<file path="src/rtl/ws_pkg.sv">
// Shared types and helpers for the S-matrix block write-back stage.
package ws_pkg;

    typedef enum logic [2:0] {
        IDLE,
        PRIME,
        STREAM,
        DRAIN,
        ADVANCE
    } ws_wb_state_t;

    typedef logic [1:0] plane_t;

    function automatic logic [7:0] clip8(input logic signed [15:0] v);
        if (v < 16'sd0)
            return 8'h00;
        else if (v > 16'sd255)
            return 8'hFF;
        return v[7:0];
    endfunction

    function automatic logic is_clipped(input logic signed [15:0] v);
        return (v < 16'sd0) || (v > 16'sd255);
    endfunction

endpackage

</file>
<file path="src/rtl/ws_addr_gen.sv">
// SRAM word address of a sample pair: plane base + block row/col offset + in-block position.
module ws_addr_gen
    import ws_pkg::*;
#(
    parameter int BLK_DIM    = 8,
    parameter int Y_BLK_COLS = 40,
    parameter int C_BLK_COLS = 20,
    parameter int Y_BASE     = 0,
    parameter int U_BASE     = 38400,
    parameter int V_BASE     = 57600,
    parameter int RB_W       = 5,
    parameter int CB_W       = 6,
    localparam int L         = $clog2(BLK_DIM)
) (
    input  plane_t            plane_i,
    input  logic [RB_W-1:0]   rb_i,
    input  logic [CB_W-1:0]   cb_i,
    input  logic [L-1:0]      r_i,
    input  logic [L-2:0]      c_half_i,
    output logic [17:0]       addr_o
);
    localparam int Y_RW = Y_BLK_COLS * BLK_DIM / 2;
    localparam int C_RW = C_BLK_COLS * BLK_DIM / 2;

    logic [17:0] row, row_off, col_off, base;

    // BLK_DIM is a power of two, so RB*BLK_DIM + r and CB*BLK_DIM/2 + c/2 are plain concatenations.
    assign row     = 18'({rb_i, r_i});
    assign col_off = 18'({cb_i, c_half_i});
    assign row_off = (plane_i == 2'd0) ? row * 18'(Y_RW) : row * 18'(C_RW);

    always_comb begin
        case (plane_i)
            2'd0:    base = 18'(Y_BASE);
            2'd1:    base = 18'(U_BASE);
            default: base = 18'(V_BASE);
        endcase
    end

    assign addr_o = base + row_off + col_off;

endmodule

</file>
<file path="src/rtl/ws_block_writeback.sv">
// Reads one S block, descales/clips to 8 bits, packs sample pairs and writes them to SRAM.
// Optional WS_SAT_COUNT_EN builds a saturating count of clipped samples.
module ws_block_writeback
    import ws_pkg::*;
#(
    parameter int BLK_DIM    = 8,
    parameter int Y_BLK_COLS = 40,
    parameter int C_BLK_COLS = 20,
    parameter int BLK_ROWS   = 30,
    parameter int NUM_PLANES = 3,
    parameter int Y_BASE     = 0,
    parameter int U_BASE     = 38400,
    parameter int V_BASE     = 57600,
    parameter int FRAC_SHIFT = 8,
    localparam int SA_W      = (2 * $clog2(BLK_DIM) > 7) ? 2 * $clog2(BLK_DIM) : 7
) (
    input  logic            CLOCK_50_I,
    input  logic            Resetn,
    input  logic            WS_start,
    output logic            WS_done,
    output logic            WS_memory_end,
    output plane_t          WS_plane,
    output logic [SA_W-1:0] S_read_address,
    input  logic [31:0]     S_read_data,
    output logic            S_write_enable,
    output logic [17:0]     SRAM_address,
    output logic            SRAM_we_n,
    output logic [15:0]     SRAM_write_data,
    output logic [15:0]     WS_sat_count
);
    localparam int L     = $clog2(BLK_DIM);
    localparam int IW    = 2 * L;
    localparam int MAXC  = (Y_BLK_COLS > C_BLK_COLS) ? Y_BLK_COLS : C_BLK_COLS;
    localparam int CB_W  = $clog2(MAXC + 1);
    localparam int RB_W  = $clog2(BLK_ROWS + 1);

    ws_wb_state_t    state_q, state_d;
    logic [IW-1:0]   idx_q, idx_d, idx_nx;
    logic [CB_W-1:0] cb_q, cb_d;
    logic [RB_W-1:0] rb_q, rb_d;
    plane_t          plane_q, plane_d;
    logic            mem_end_q, mem_end_d;
    logic [7:0]      buf_q, buf_d;
    logic            we_n_q, we_n_d;
    logic [17:0]     addr_q, addr_d, gen_addr;
    logic [15:0]     data_q, data_d;
    logic            last_col, last_row, last_pl, last_blk;
    logic signed [15:0] samp;
    logic            unused_sdata;

    assign samp         = S_read_data[FRAC_SHIFT+15:FRAC_SHIFT];
    assign unused_sdata = ^S_read_data;
    assign idx_nx       = idx_q + 1'b1;

    assign last_col = (plane_q == 2'd0) ? (cb_q == CB_W'(Y_BLK_COLS - 1))
                                        : (cb_q == CB_W'(C_BLK_COLS - 1));
    assign last_row = (rb_q == RB_W'(BLK_ROWS - 1));
    assign last_pl  = (plane_q == 2'(NUM_PLANES - 1));
    assign last_blk = last_col && last_row && last_pl;

    ws_addr_gen #(
        .BLK_DIM(BLK_DIM), .Y_BLK_COLS(Y_BLK_COLS), .C_BLK_COLS(C_BLK_COLS),
        .Y_BASE(Y_BASE), .U_BASE(U_BASE), .V_BASE(V_BASE), .RB_W(RB_W), .CB_W(CB_W)
    ) u_addr (
        .plane_i  (plane_q),
        .rb_i     (rb_q),
        .cb_i     (cb_q),
        .r_i      (idx_q[IW-1:L]),
        .c_half_i (idx_q[L-1:1]),
        .addr_o   (gen_addr)
    );

    always_ff @(posedge CLOCK_50_I or negedge Resetn) begin
        if (!Resetn) state_q <= IDLE;
        else         state_q <= state_d;
    end

    always_comb begin
        state_d = state_q;
        case (state_q)
            IDLE:    if (WS_start && !mem_end_q) state_d = PRIME;
            PRIME:   state_d = STREAM;
            STREAM:  if (idx_q == IW'(BLK_DIM * BLK_DIM - 1)) state_d = DRAIN;
            DRAIN:   state_d = ADVANCE;
            ADVANCE: state_d = IDLE;
            default: state_d = IDLE;
        endcase
    end

    always_comb begin
        WS_done        = (state_q == ADVANCE);
        WS_memory_end  = mem_end_q || (state_q == ADVANCE && last_blk);
        S_read_address = (state_q == STREAM) ? SA_W'(idx_nx) : '0;
    end

    // idx_q names the sample on S_read_data; the read for idx_q+1 is already in flight.
    always_comb begin
        idx_d     = '0;
        buf_d     = buf_q;
        we_n_d    = 1'b1;
        addr_d    = addr_q;
        data_d    = data_q;
        cb_d      = cb_q;
        rb_d      = rb_q;
        plane_d   = plane_q;
        mem_end_d = mem_end_q;
        case (state_q)
            STREAM: begin
                idx_d = idx_nx;
                if (idx_q[0]) begin
                    we_n_d = 1'b0;
                    addr_d = gen_addr;
                    data_d = {buf_q, clip8(samp)};
                end else begin
                    buf_d = clip8(samp);
                end
            end
            ADVANCE: begin
                // The final block of the frame leaves the counters parked on it.
                if (!last_col) begin
                    cb_d = cb_q + 1'b1;
                end else if (!last_row) begin
                    cb_d = '0;
                    rb_d = rb_q + 1'b1;
                end else if (!last_pl) begin
                    cb_d    = '0;
                    rb_d    = '0;
                    plane_d = plane_q + 2'd1;
                end else begin
                    mem_end_d = 1'b1;
                end
            end
            default: ;
        endcase
    end

    always_ff @(posedge CLOCK_50_I or negedge Resetn) begin
        if (!Resetn) begin
            idx_q     <= '0;
            cb_q      <= '0;
            rb_q      <= '0;
            plane_q   <= '0;
            mem_end_q <= 1'b0;
            buf_q     <= '0;
            we_n_q    <= 1'b1;
            addr_q    <= '0;
            data_q    <= '0;
        end else begin
            idx_q     <= idx_d;
            cb_q      <= cb_d;
            rb_q      <= rb_d;
            plane_q   <= plane_d;
            mem_end_q <= mem_end_d;
            buf_q     <= buf_d;
            we_n_q    <= we_n_d;
            addr_q    <= addr_d;
            data_q    <= data_d;
        end
    end

    assign WS_plane        = plane_q;
    assign S_write_enable  = 1'b0;
    assign SRAM_address    = addr_q;
    assign SRAM_we_n       = we_n_q;
    assign SRAM_write_data = data_q;

`ifdef WS_SAT_COUNT_EN
    logic [15:0] sat_q, sat_d;

    always_comb begin
        sat_d = sat_q;
        if (state_q == STREAM && is_clipped(samp) && sat_q != 16'hFFFF)
            sat_d = sat_q + 16'd1;
    end

    always_ff @(posedge CLOCK_50_I or negedge Resetn) begin
        if (!Resetn) sat_q <= '0;
        else         sat_q <= sat_d;
    end

    assign WS_sat_count = sat_q;
`else
    assign WS_sat_count = 16'd0;
`endif

endmodule

</file>
<file path="config.mk">
export PLATFORM = sky130hd
export DESIGN_NAME = ws_block_writeback
export DESIGN_NICKNAME = d
export VERILOG_FILES = /design/src/rtl/ws_pkg.sv /design/src/rtl/ws_addr_gen.sv /design/src/rtl/ws_block_writeback.sv
export SDC_FILE = /design/constraint.sdc
export NUM_CORES = 1
export LEC_CHECK = 0
export CORE_UTILIZATION = 35
export DETAILED_ROUTE_END_ITERATION = 10
export PLACE_DENSITY = 0.73
export SLEW_MARGIN = 20
export SYNTH_ARGS = -nofsm -noshare
export SYNTH_HDL_FRONTEND = slang
export SYNTH_HIERARCHICAL = 1
export SYNTH_SLANG_ARGS = --single-unit
</file>
<file path="constraint.sdc">
create_clock -name CLOCK_50_I -period 3.5 [get_ports CLOCK_50_I]
set_input_delay 0.7 -clock CLOCK_50_I [delete_from_list [all_inputs] [get_ports CLOCK_50_I]]
set_output_delay 0.7 -clock CLOCK_50_I [all_outputs]
set_load 0.01 [all_outputs]
</file>
* Word level (Yosys, flattened, before mapping)
Index checks and enable logic that the tools add are counted.
** Word-level totals
- Bits in registers :: 66
- Bits of input ports :: 35
- Output and inout bits :: 63
- Logic and storage cells :: 76
** Cells by class
- Add/subtract/negate cells :: 6
- Multiply operators :: 2
- Magnitude comparators :: 2
- Equal/unequal tests :: 14
- Multiplexer cells :: 25
- Bitwise logic cells :: 2
- Reductions and logical operators :: 15
** Operator list (count)
- 8-bit 2-to-1 mux :: 4
- 16-bit one-hot mux with 2 select lines :: 1
- 6-bit 2-to-1 mux :: 5
- 8-bit by 3-bit multiplier with 11-bit output (second input constant) :: 2
- 16-bit by 18-bit adder with 18-bit output :: 1
- 18-bit by 8-bit adder with 18-bit output :: 1
- 18-bit 2-to-1 mux :: 1
- 16-bit by 9-bit greater-than comparator with 1-bit output (second input constant) :: 1
- 16-bit by 1-bit < comparator with 1-bit output (second input constant) :: 1
- 6-bit by 1-bit adder with 6-bit output (second input constant) :: 2
- 6-bit == test (second input constant) :: 2
- 3-bit one-hot mux with 4 select lines :: 1
- 5-bit 2-to-1 mux :: 2
- 1-bit 2-to-1 mux :: 9
- 2-bit AND reduction :: 4
- 4-bit AND reduction :: 2
- 3-bit by 2-bit == test with 1-bit output (second input constant) :: 2
- 6-bit by 5-bit == test with 1-bit output (second input constant) :: 1
- 3-bit 2-to-1 mux :: 2
- 2-bit inequality test (second input constant) :: 3
- 5-bit by 1-bit adder with 5-bit output (second input constant) :: 1
- 5-bit == test (second input constant) :: 1
- 1-bit logical AND :: 4
- 3-bit by 1-bit == test with 1-bit output (second input constant) :: 1
- 11 further kinds :: 12

* Logic depth before layout (Yosys ltp)
- Depth after elaboration :: 6
- Depth in mapped cells :: 17
- Gate-level depth less buffers :: 17

* Modules after synthesis
Netlist, hierarchy kept.
** Modules (own cells, without submodules)
- ws_block_writeback :: times used 1, cells each 251, area an instance 2991.6 µm², seq. area each 1652.8 µm²
- ws_addr_gen :: times used 1, cells each 134, area an instance 999.7 µm², seq. area each 0.0 µm²

* Worst setup path after synthesis
No wires, ideal clock.
- Kind :: register to register
- Start :: register rb_q[0]
- End :: register addr_q[15] (netlist: SRAM_address[15])
- Library setup time :: 0.125 ns
- Data arrival time :: 3.263 ns
- Data required time :: 3.375 ns
- Path slack :: 0.112 ns
- Stages on the path, launching flop included :: 18
- Path buffers :: 0
- Period minus slack after synthesis :: 3.388 ns
- Path through :: dfrtp_1 -> ha_1 -> ha_1 -> inv_1 -> fa_1 -> nor2b_4 -> o31ai_4 -> or2b_1 -> a21o_1 -> xnor2_1 -> mux2i_1 -> ha_1 -> a21oi_1 -> nor2_1 -> nor2_1 -> o31ai_1 -> xor2_1 -> mux2_2
** Between the ends
- Cells in the longest elaborated chain, start to end :: 4
- Elaborated cells between the ends (all ways) :: 5
- Those cells by class :: add/sub (2); mul (2); mux (1)
** Ends and longest elaborated chain
- start, declared :: line ws_block_writeback.sv:40 : logic [RB_W-1:0] rb_q, rb_d;
- start signal, assigned :: line ws_block_writeback.sv:151 : rb_q <= rb_d;
- 8-bit by 3-bit multiplier with 11-bit output :: line ws_addr_gen.sv:30 : assign row_off = (plane_i == 2'd0) ? row * 18'(Y_RW) : row * 18'(C_RW);
- 18-bit 2-to-1 mux (*) :: line ws_addr_gen.sv:30
- 16-bit by 18-bit adder with 18-bit output (*) :: line ws_addr_gen.sv:40 : assign addr_o = base + row_off + col_off;
- 18-bit by 8-bit adder with 18-bit output (*) :: line ws_addr_gen.sv:40
- net gen_addr[15] :: line ws_block_writeback.sv:45 : logic [17:0] addr_q, addr_d, gen_addr;
- end signal, assigned :: line ws_block_writeback.sv:156 : addr_q <= addr_d;
- end, declared :: line ws_block_writeback.sv:45
The timed path passes the listed nets; every way through them passes the cells marked *.
A chain may end at the register's enable or synchronous reset.

* Worst setup path after layout
- Start :: register rb_q[0]
- End :: register addr_q[16] (netlist: SRAM_address[16])
The elaborated chain is that of the path after synthesis.

==> reports/qor.yml <==
synthesis:
  synth_flop_cell: "dfrtp_1"
  yosys_register_bits: 66
  netlist_area_um2: 3991
  netlist.area_leader.share_pct: 40.75
  synth-edff-count: 0
  synth_top_cell_by_area: "dfrtp_1"
  ys_types: 61
  ys_seq_area_share_pct: 41.41
  avgSynthCellArea_um2: 10.37
  yosysWarningCount: 6
  synthCells: 385
  async_reset_ff_share_pct: 100.0
  ys_top_cells_by_area: "dfrtp_1 41%, ha_1 9.1%, mux2_2 7.9%"
critical_path:
  timing_worst_setup_path_type: "flop to flop"
  worst-path-max-fanout: 3
  rr_startpoint: "rb_q[0]"
  worstPathRequired_ns: 3.70
  cp.arrival_ns: 3.60
  worst_r2r_path_depth: 17
  crit_path_end_kind: "flop"
  path_cells: "ha_4, ha_4, inv_2, fa_2, nor2b_4, o31ai_4, or2b_1, a21o_1, xnor2_1, mux2i_1, ha_1, a21oi_1, nor2_1, nor2_1, o31ai_1, a21o_1, mux2_2"
  start_kind: "flop"
  r2r-end: "SRAM_address[16]"
  max_stage_delay_ns: 0.45
  regToRegSetupSlack_ns: 0.10
  critPathSlowestCell: "dfrtp_2"
timing:
  period_share_pct: 97.00
  maxSlewViolCount: 0
  worst_slack_ns: 0.1049
  finalCriticalPeriod_ns: 3.395
  rsz0062_at_grt: "yes"
  hold_viol: 0
  max_slew_margin_pct: 37.56
  skew_ns: 0.009626
  worst_pin_slew_ns: 0.9356
  setup_violations: 0
  max_freq_mhz: 294.5
layout:
  syn_to_final_growth_pct: 30.78
  mostFrequentLayoutCells: "63 x dfrtp_1, 62 x clkdlybuf4s50_1, 38 x nand2_1"
  drive_gt1_share_pct: 20.39
  antenna_cells: 0
  layout_commonest_cell: "dfrtp_1"
  utilization_pct: 47.53
  num-nets-final: 527
power_and_ir_drop:
  p_sw_share_pct: 29.28
  peakVddDrop_uv: 370.5
  clockPowerShare_pct: 33.7
  internal_power_mw: 2.038
  p_per_area_nw_per_um2: 552.1
  power_leakage_nw: 2.411
  pwr-share-seq_pct: 39.2
  p_comb_share_pct: 27.1
  p_sw_mw: 0.8438
global_route:
  antenna_found_initial: 0
  grt_overflow: 0
  grt_pass1_wl_um: 14120
  grt_max_degree: 45
  grt_pass1_vias: 2909
  grt_usage_pct: 15.15
detailed_routing:
  drt_iter0_markers: 129
  vias: 3087
  wirelength_um: 8803
  ant_nets: 0
  avgRoutedWirePerCell_um: 14.53
  first_pass_iters: 4
  avgViaCountPerCell: 5.094
  drc: 0
clock_network:
  ctsHoldBuffers: 0
  clk_path_buf_depth: 2
  clk_latency_ns: 0.33
  cts_tree: "yes"
  cts_sinks: 66
  h-tree-depth: 3
  cts_buffers: 9
  clkTransAtPathRegs_ns: 0.06
  clockRootBuffer: "clkbuf_16"
placement:
  post-place-ws_ns: -0.008779
  numPortBuffers: 63
  gp_congestion: 0.8289
  place_hpwl_um: 6557
floorplanning:
  fp.dieW_um: 108.8
  pin_count: 98
  rows: 38
  die_h_um: 108.8
  core_area_um2: 10980
  die_area_um2: 11840
  start_util_pct: 36.34
flow_run:
  maxCapViolCount: 0
hold_path:
  hold_class: "primary input to async pin"
outcome:
  status: "complete, no violations"
==> sequential cells by signal (all words and copies together), names as in the netlist <==
name / flops
SRAM_address: 18
SRAM_write_data: 16
buf_q: 8
cb_q: 6
idx_q: 6
rb_q: 5
state_q: 3
WS_plane: 2
SRAM_we_n: 1
mem_end_q: 1
==> metrics by stage <==
step                area [um^2]  instances  power [mW]  setup TNS, ns  hold slack, ns
finish                     5220        606       2.882              0          0.3397
global placement           4745        586       1.891              0          0.4596
floorplan                  4055        402       1.555              0          0.4044
global route               5220        606       3.044       -0.06930          0.3753
detailed placement         4745        586       1.925      -0.008779          0.4675
CTS                        5080        603       2.909              0          0.3439
==> synth_stat cells (all sizes together), types with 2 or more instances <==
| master | count |
|---|---|
| dfrtp | 65 |
| and3 | 3 |
| clkbuf | 5 |
| mux2 | 29 |
| o211a | 2 |
| o22ai | 2 |
| buf | 28 |
| xnor2 | 10 |
| a21o | 7 |
| nor4 | 2 |
| a21oi | 10 |
| inv | 13 |
| nand3 | 16 |
| conb | 2 |
| ha | 29 |
| mux2i | 2 |
| nor3 | 4 |
| xor2 | 8 |
| or3 | 3 |
| fa | 2 |
| o21bai | 12 |
| o211ai | 2 |
| o31ai | 6 |
| or3b | 2 |
| nand4 | 3 |
| nor2 | 18 |
| a22o | 2 |
| nor2b | 4 |
| o21a | 7 |
| o32ai | 2 |
| and2 | 6 |
| nand2 | 38 |
| o21ai | 25 |
==> worst max-delay path: cells and delay by family (launching register included) <==
kind | cells | cell delay (ns)
flip-flops | 1 | 0.45
adder cells (fa/ha/maj) | 4 | 1.13
AO/OA/AOI/OAI | 5 | 0.69
AND/OR/NAND/NOR | 4 | 0.51
XOR/XNOR | 1 | 0.12
buffers and inverters | 1 | 0.04
multiplexers | 2 | 0.34
==> power groups by stage <==
stage	logic [mW]	clock network, mW	registers [mW]
global route	0.859	1.03	1.15
global placement	0.765	0	1.13
floorplan	0.404	0	1.15
detailed placement	0.786	0	1.14
finish	0.782	0.970	1.13
CTS	0.792	0.987	1.13
==> timing repair <==
| action | 4_1_cts | 5_1_grt |
|---|---|---|
| buffers inserted | 1 | 3 |
| resized for setup | 1 | 22 |
| endpoints found under the setup margin | 2 | 5 |
| pin swaps | 1 | 8 |
==> final cells by class <==
class	instances	area, um^2
timing repair buffer	81	764.5
multi-input combinational	290	2251
fill	964	5763
clock buffer	9	225.2
clock inverter	7	100.1
inverter	13	48.80
sequential	66	1655
tap	140	175.2
==> per-layer routing <==
layer | vias up | GRT usage [%] | wire (um)
li1 | 1477 | - | -
met1 | 1533 | 20.38 | 4160
met2 | 69 | 24.50 | 4319
met3 | 8 | 2.690 | 243
met4 | 0 | 5.116 | 80
met5 | - | 0 | 0
==> cells by family after synthesis <==
kind of cell	Yosys count	share of synthesized area, %
AOI/OAI and AO/OA	82	14.23
xor gates and xnor gates	18	3.950
adders and majority gates	31	10.09
buffers and inverters	46	6.771
DFF	66	41.41
muxes	31	8.777
other	2	0.1882
and+or+nand+nor	109	14.58
==> worst max-delay path by stage <==
stage | start | cells past startpoint | to | slack, ns
2_1_floorplan | rb_q[0] | 17 | SRAM_address[15] | 0.11
3_5_place_dp | rb_q[0] | 17 | SRAM_address[16] | -0.009
6_report | rb_q[0] | 17 | SRAM_address[16] | 0.10
4_1_cts | rb_q[0] | 17 | SRAM_address[14] | 0.01
3_3_place_gp | rb_q[0] | 17 | SRAM_address[16] | 0.06
5_1_grt | rb_q[1] | 13 | SRAM_address[14] | -0.04
Note: power is estimated with default switching activity, not from simulation.
